--- src/rtl/pong_pkg.sv ---
// pong_pkg: state encoding and datapath width constants shared by the Pong game controller
package pong_pkg;
  localparam int BALLX_W = 11;
  localparam int BALLY_W = 9;
  localparam int SCORE_W = 8;
  typedef enum logic [2:0] {
    IDLE  = 3'd0,
    SERVE = 3'd1,
    PLAY  = 3'd2,
    OVER  = 3'd3
  } state_t;
endpackage

--- src/rtl/pong_game_ctrl_if.sv ---
// pong_game_ctrl_if: controller <-> ball/paddle datapath signals.
// master (controller): takes frame_tick, start_btn, paddle_hit, ball_y; drives ball_run, ball_load,
// ball_x0, ball_y0, score, lives, game_over, state. slave is the datapath/bench view.
interface pong_game_ctrl_if import pong_pkg::*; ();
  logic               frame_tick;
  logic               start_btn;
  logic               paddle_hit;
  logic [BALLY_W-1:0] ball_y;
  logic               ball_run;
  logic               ball_load;
  logic [BALLX_W-1:0] ball_x0;
  logic [BALLY_W-1:0] ball_y0;
  logic [SCORE_W-1:0] score;
  logic [2:0]         lives;
  logic               game_over;
  logic [2:0]         state;
  modport master (
    input  frame_tick, start_btn, paddle_hit, ball_y,
    output ball_run, ball_load, ball_x0, ball_y0, score, lives, game_over, state
  );
  modport slave (
    output frame_tick, start_btn, paddle_hit, ball_y,
    input  ball_run, ball_load, ball_x0, ball_y0, score, lives, game_over, state
  );
endinterface

--- src/rtl/pong_btn_sync.sv ---
// pong_btn_sync: 2-FF synchroniser plus rising-edge detector for the start button.
// clk/rst: clock, async active-high reset; btn: raw async level; pulse: one cycle per press.
module pong_btn_sync (
  input  logic clk,
  input  logic rst,
  input  logic btn,
  output logic pulse
);
  logic [2:0] sync;
  always_ff @(posedge clk or posedge rst)
    if (rst) sync <= '0;
    else sync <= {sync[1:0], btn};
  assign pulse = sync[1] & ~sync[2];
endmodule

--- src/rtl/pong_game_ctrl.sv ---
// pong_game_ctrl: Pong game-flow FSM (idle, serve delay, play, over) with score and lives.
// clk/rst: clock, async active-high reset; bus: pong_game_ctrl_if.master (see interface).
// PONG_ATTRACT_EN: when defined the ball runs in IDLE as an attract demo.
module pong_game_ctrl import pong_pkg::*; #(
  parameter int LIVES        = 3,
  parameter int SERVE_FRAMES = 60,
  parameter int BALL_X0      = 320,
  parameter int BALL_Y0      = 200,
  parameter int MISS_Y       = 460
) (
  input  logic               clk,
  input  logic               rst,
  pong_game_ctrl_if.master   bus
);
  localparam logic [2:0]         LIVES_INIT = 3'(LIVES);
  localparam logic [7:0]         SERVE_INIT = 8'(SERVE_FRAMES);
  localparam logic [BALLY_W-1:0] MISS_LIM   = BALLY_W'(MISS_Y);
`ifdef PONG_ATTRACT_EN
  localparam logic ATTRACT = 1'b1;
`else
  localparam logic ATTRACT = 1'b0;
`endif
  state_t             st, st_d;
  logic [7:0]         cnt, cnt_d;
  logic [SCORE_W-1:0] score, score_d;
  logic [2:0]         lives, lives_d;
  logic               load, load_d, run, over, start_p, miss;
  pong_btn_sync u_sync (.clk(clk), .rst(rst), .btn(bus.start_btn), .pulse(start_p));
  always_comb begin
    st_d    = st;
    cnt_d   = cnt;
    score_d = score;
    lives_d = lives;
    load_d  = 1'b0;
    miss    = bus.frame_tick && bus.ball_y >= MISS_LIM;
    case (st)
      IDLE: begin
        score_d = '0;
        lives_d = LIVES_INIT;
        if (start_p) begin
          st_d   = SERVE;
          load_d = 1'b1;
          cnt_d  = SERVE_INIT;
        end
      end
      SERVE: if (bus.frame_tick) begin
        cnt_d = cnt - 1'b1;
        st_d  = cnt == 8'd1 ? PLAY : SERVE;
      end
      PLAY: begin
        // a miss on the same cycle as a hit takes priority and the hit is dropped
        if (miss) begin
          lives_d = lives - 1'b1;
          if (lives == 3'd1) st_d = OVER;
          else begin
            st_d   = SERVE;
            load_d = 1'b1;
            cnt_d  = SERVE_INIT;
          end
        end else if (bus.paddle_hit && score != '1) score_d = score + 1'b1;
      end
      OVER: if (start_p) begin
        score_d = '0;
        lives_d = LIVES_INIT;
        st_d    = SERVE;
        load_d  = 1'b1;
        cnt_d   = SERVE_INIT;
      end
      default: st_d = IDLE;
    endcase
  end
  always_ff @(posedge clk or posedge rst)
    if (rst) begin
      st    <= IDLE;
      cnt   <= '0;
      score <= '0;
      lives <= LIVES_INIT;
      load  <= 1'b0;
      run   <= ATTRACT;
      over  <= 1'b0;
    end else begin
      st    <= st_d;
      cnt   <= cnt_d;
      score <= score_d;
      lives <= lives_d;
      load  <= load_d;
      run   <= st_d == PLAY || (ATTRACT && st_d == IDLE);
      over  <= st_d == OVER;
    end
  assign bus.ball_run  = run;
  assign bus.ball_load = load;
  assign bus.ball_x0   = BALLX_W'(BALL_X0);
  assign bus.ball_y0   = BALLY_W'(BALL_Y0);
  assign bus.score     = score;
  assign bus.lives     = lives;
  assign bus.game_over = over;
  assign bus.state     = st;
endmodule

--- src/flat_wrapper.sv ---
// flat-port wrapper written by rule: the top's interface ports become plain ports
module pong_game_ctrl_flat import pong_pkg::*;
#(
  parameter int LIVES        = 3,
  parameter int SERVE_FRAMES = 60,
  parameter int BALL_X0      = 320,
  parameter int BALL_Y0      = 200,
  parameter int MISS_Y       = 460
)
  (clk, rst, bus_frame_tick, bus_start_btn, bus_paddle_hit, bus_ball_y, bus_ball_run, bus_ball_load, bus_ball_x0, bus_ball_y0, bus_score, bus_lives, bus_game_over, bus_state);
  pong_game_ctrl_if bus_i ();
  input  logic clk;
  input  logic rst;
  input wire logic [$bits(bus_i.frame_tick)-1:0] bus_frame_tick;
  input wire logic [$bits(bus_i.start_btn)-1:0] bus_start_btn;
  input wire logic [$bits(bus_i.paddle_hit)-1:0] bus_paddle_hit;
  input wire logic [$bits(bus_i.ball_y)-1:0] bus_ball_y;
  output wire logic [$bits(bus_i.ball_run)-1:0] bus_ball_run;
  output wire logic [$bits(bus_i.ball_load)-1:0] bus_ball_load;
  output wire logic [$bits(bus_i.ball_x0)-1:0] bus_ball_x0;
  output wire logic [$bits(bus_i.ball_y0)-1:0] bus_ball_y0;
  output wire logic [$bits(bus_i.score)-1:0] bus_score;
  output wire logic [$bits(bus_i.lives)-1:0] bus_lives;
  output wire logic [$bits(bus_i.game_over)-1:0] bus_game_over;
  output wire logic [$bits(bus_i.state)-1:0] bus_state;
  assign bus_i.frame_tick = bus_frame_tick;
  assign bus_i.start_btn = bus_start_btn;
  assign bus_i.paddle_hit = bus_paddle_hit;
  assign bus_i.ball_y = bus_ball_y;
  assign bus_ball_run = bus_i.ball_run;
  assign bus_ball_load = bus_i.ball_load;
  assign bus_ball_x0 = bus_i.ball_x0;
  assign bus_ball_y0 = bus_i.ball_y0;
  assign bus_score = bus_i.score;
  assign bus_lives = bus_i.lives;
  assign bus_game_over = bus_i.game_over;
  assign bus_state = bus_i.state;
  pong_game_ctrl #(.LIVES(LIVES), .SERVE_FRAMES(SERVE_FRAMES), .BALL_X0(BALL_X0), .BALL_Y0(BALL_Y0), .MISS_Y(MISS_Y)) u_core (.clk(clk), .rst(rst), .bus(bus_i));
endmodule
--- config.mk ---
export PLATFORM = sky130hd
export DESIGN_NAME = pong_game_ctrl_flat
export DESIGN_NICKNAME = d
export VERILOG_FILES = /design/src/rtl/pong_pkg.sv /design/src/rtl/pong_game_ctrl_if.sv /design/src/rtl/pong_btn_sync.sv /design/src/rtl/pong_game_ctrl.sv /design/src/flat_wrapper.sv
export SDC_FILE = /design/constraint.sdc
export NUM_CORES = 1
export LEC_CHECK = 0
export ABC_CLOCK_PERIOD_IN_PS = 4500
export CAP_MARGIN = 20
export CORE_ASPECT_RATIO = 2
export CORE_UTILIZATION = 53
export CTS_BUF_LIST = sky130_fd_sc_hd__clkbuf_4
export DETAILED_ROUTE_END_ITERATION = 10
export PLACE_DENSITY = 0.95
export SKIP_LAST_GASP = 1
export SLEW_MARGIN = 20
export SYNTH_ARGS = -nofsm -noshare
export SYNTH_HDL_FRONTEND = slang
export SYNTH_HIERARCHICAL = 1
export SYNTH_SLANG_ARGS = --single-unit
--- constraint.sdc ---
create_clock -name clk -period 4.5 [get_ports clk]
set_input_delay 0.9 -clock clk [delete_from_list [all_inputs] [get_ports clk]]
set_output_delay 0.9 -clock clk [all_outputs]
set_load 0.005 [all_outputs]
==> PnR_summary.wiki <==
{| class="wikitable"
! Metric !! Value
|-
| Avg Synthesized Cell Area || ~9.4 um^2
|-
| Largest net degree at the start of global routing || 26
|-
| Layout cells sized above 1 || 8.80%
|-
| Number of diodes || 0
|-
| Cell variety after synth || 53
|-
| Slew at the pin closest to its max-slew limit || 0.975 ns
|-
| Number of nets in the layout || 236
|-
| Post-detailed-routing wire length || 4030 um
|-
| Cell Rows || 29
|-
| TritonCTS Sinks || 28
|-
| Arrival time of the worst setup path || 2.83 ns
|-
| Horiz. Die Dim || between 40 and 50 um
|-
| Maximum root-to-sink buffer count || 2
|-
| All-Layer GR Usage || 23.7%
|-
| Ratio of routed vias to standard cells || 6.05
|-
| I/O Buffers || 28
|-
| Outcome || finished with violations
|-
| R2r setup slk || 2.29 ns
|-
| Sequential cell fraction of total power || 52.0%
|-
| First-pass GRT wire length || 6640 um
|-
| DRC violations left || 6
|-
| CTS-repair resized insts || 0
|-
| Flip-flop cell with the highest count after synthesis || sky130_fd_sc_hd__dfrtp_1
|-
| Count of mapped cells out of synthesis || 194
|-
| Vias in the first global route || 1,431
|-
| TritonCTS Buffers || 3
|-
| Synthesis-stage register bit count || 28
|-
| Hold Buf Count CTS || 0
|-
| Clock edge transition at the registers on the reported setup and hold paths || approximately 0.15 ns
|-
| Data required time at the worst endpoint || 4.75 ns
|-
| Core Footprint || ~0.0032 mm^2
|-
| Rel. slew slack || 34.9%
|-
| Count of cells along the worst hold path || 0
|-
| CTS tree || yes
|-
| VDD IR max || 0.170 mV
|-
| Share of synthesized flip-flops with an asynchronous set or reset || between 90% and 100%
|-
| Final Slew Violations || 0
|-
| Power density over the cells || ~290 mW/mm^2
|-
| WHS Endpoint || u_core/u_sync/sync[1]$_DFF_PP0_
|-
| Share of total power consumed by net switching || 28.3%
|-
| Met1 Routed Length || between 1000 and 1500 um
|-
| Cell taking the most area after synthesis || sky130_fd_sc_hd__dfrtp_1
|-
| Buffer count from post-CTS setup fixing || 0
|-
| Sequential element share of the synthesized area || 38.7%
|-
| Worst R2R End || u_core/cnt[6]$_DFFE_PP0P_
|-
| Die ar. || 0.00368 mm^2
|-
| Internal power summed over all cells || roughly 0.42 mW
|-
| Routability congestion estimate || 0.842
|-
| Number of antenna violations at the first check in global routing || 0
|-
| Met2 WL post-DR || roughly 2400 um
|-
| Most frequent cell after synthesis || sky130_fd_sc_hd__dfrtp_1
|-
| Average detailed-routed wire length per instance || 16.3 um
|-
| Maximum frequency from static timing analysis || between 300 and 400 MHz
|-
| DIE HEIGHT || 84.9 um
|-
| Finished Layout Cells || 247
|-
| Hold/Removal Path Class || reg -> reg
|-
| Total Power Consumption || 0.587 mW
|-
| Met3 routed wirelength || ~170 um
|-
| Total negative slack for setup checks || 0 ns
|-
| Reg2Reg Depth || 4
|-
| Commonest cells in the netlist || sky130_fd_sc_hd__dfrtp_1, sky130_fd_sc_hd__buf_4, sky130_fd_sc_hd__nand2_1, sky130_fd_sc_hd__o21ai_0, sky130_fd_sc_hd__inv_1
|-
| Number of endpoints failing setup at the final stage || 0
|-
| Root buf cell || sky130_fd_sc_hd__clkbuf_4
|-
| Post-synth EDFFs || 0
|-
| Leak pwr || between 0.9 and 1 nW
|-
| Initial Util || between 50% and 60%
|-
| Pre-Repair DR Iteration Count || 8
|-
| Total of warnings raised by yosys || 6
|-
| Antenna Violating Nets Remaining || 0
|-
| Critical Setup Path Class || in -> reg
|-
| RSZ-0062 raised after global routing || no
|-
| Number of placed I/O pins || 51
|-
| Remaining Overflow, GRT || 0
|-
| Final Hold Vio Count || 0
|-
| Gate power share || just under 20%
|-
| HPWL after detailed placement || 2990 um
|-
| Post-synthesis instance area || 0.00182 mm^2
|-
| Switching power summed over all nets || between 0.15 and 0.2 mW
|-
| Cell count after placement || 243
|-
| Hold path startpoint || u_core/u_sync/sync[0]$_DFF_PP0_
|-
| Area delta synth->final || 12.8%
|-
| Via total after detailed routing || 1,495
|-
| Worst setup skew after layout || roughly 0.0069 ns
|-
| Failing checks || design-rule violations
|-
| DR iter-0 viols || 79
|-
| MaxCap Viol Count || 0
|-
| Nature of the critical path startpoint || input port
|-
| Largest cells by area after synthesis || sky130_fd_sc_hd__dfrtp_1, sky130_fd_sc_hd__buf_4, sky130_fd_sc_hd__ha_1
|-
| Worst-skew pair later-pin latency || 0.34 ns
|-
| Largest fanout of any net on the critical path || 9
|-
| Part of the cycle the worst path needs || 57.4%
|-
| Count of H-tree levels built during CTS || 1
|-
| Launch instance of the worst register-to-register path || u_core/bus.state[0]$_DFF_PP0_
|-
| Share of the synthesized area in the top cell type || 35.8%
|-
| Worst hold slack after final layout || roughly 0.37 ns
|-
| Final cell utilization of the core || 63.5%
|-
| Clock period minus worst slack || about 2.6 ns
|-
| Share of total power in the clock network || 28.3%
|-
| Crit end category || register
|-
| Top routing layer in use || met4
|}
[kinds of logic (layout without fill, tap and decap cells)]
family	count (synthesis)	in the layout	share of synthesized area (%)
AOI/OAI and AO/OA	48	48	18.7
adders and majority gates	5	5	3.44
buffers and inverters	40	43	14.0
DFF	28	28	38.7
muxes	5	5	2.75
other	2	21	0.413
and+or+nand+nor	66	66	22.0
[power by group through the flow]
stage,sequential (mW),combinational [mW],clock (mW)
floorplan,0.300,0.0984,0
global placement,0.308,0.108,0
detailed placement,0.309,0.114,0
CTS,0.305,0.116,0.171
global route,0.310,0.128,0.179
finish,0.305,0.116,0.166
[flip-flops by register name, indices dropped and copies added (netlist names)]
signal	count
u_core/bus.ball_load	1
u_core/u_sync/sync	3
u_core/bus.state	3
u_core/bus.ball_run	1
u_core/bus.lives	3
u_core/bus.score	8
u_core/cnt	8
u_core/bus.game_over	1
[worst max-delay path, stage by stage]
cell and delay [ns]:
sky130_fd_sc_hd__clkdlybuf4s50_1 0.64, sky130_fd_sc_hd__and4_1 0.41, sky130_fd_sc_hd__nand3_4 0.11, sky130_fd_sc_hd__a211o_1 0.43, sky130_fd_sc_hd__a211o_1 0.32
[area by class of cell]
cell class	count	area, um^2
Timing Repair Buffer	29	288
Clock inverter	1	30.0
Inverter	10	37.5
Multi-Input combinational cell	145	932
Fill cell	282	1180
Tap cell	31	38.8
Sequential cell	28	703
Clock buffer	3	22.5
[metrics by stage]
stage / setup WS, ns / instance area (um^2)
2_1_floorplan: 2.31 / 1890
3_3_place_gp: 1.61 / 2000
3_5_place_dp: 1.55 / 2000
4_1_cts: 1.94 / 2050
5_1_grt: 1.85 / 2050
6_report: 1.92 / 2050
[layer usage]
layer	vias up	GRT usage, %
met5	-	0
met2	61	43.4
li1	700	-
met4	0	10.5
met1	726	27.1
met3	8	1.49
[how the worst max path moves through the flow]
stage	start	end	slack [ns]	cells after the start
floorplan	bus_frame_tick	u_core/cnt[6]$_DFFE_PP0P_	2.31	7
global placement	bus_frame_tick	u_core/cnt[6]$_DFFE_PP0P_	1.61	5
detailed placement	bus_frame_tick	u_core/cnt[6]$_DFFE_PP0P_	1.55	5
CTS	bus_frame_tick	u_core/cnt[6]$_DFFE_PP0P_	1.94	5
global route	bus_frame_tick	u_core/cnt[6]$_DFFE_PP0P_	1.85	5
finish	bus_frame_tick	u_core/cnt[6]$_DFFE_PP0P_	1.92	5
[placed cells by master (no fill, tap or decap), types with 5 or more instances in the layout]
cell type	synthesis	final
sky130_fd_sc_hd__a31oi_1	6	6
sky130_fd_sc_hd__clkdlybuf4s50_1	0	28
sky130_fd_sc_hd__conb_1	2	21
sky130_fd_sc_hd__dfrtp_1	26	26
sky130_fd_sc_hd__ha_1	5	5
sky130_fd_sc_hd__inv_1	10	10
sky130_fd_sc_hd__mux2i_1	5	5
sky130_fd_sc_hd__nand2_1	11	11
sky130_fd_sc_hd__nand2b_1	5	5
sky130_fd_sc_hd__nand3_1	5	5
sky130_fd_sc_hd__nor2_1	7	7
sky130_fd_sc_hd__nor3_1	5	5
sky130_fd_sc_hd__o21ai_0	11	11
No activity file was read; power rests on OpenSTA's default activity.
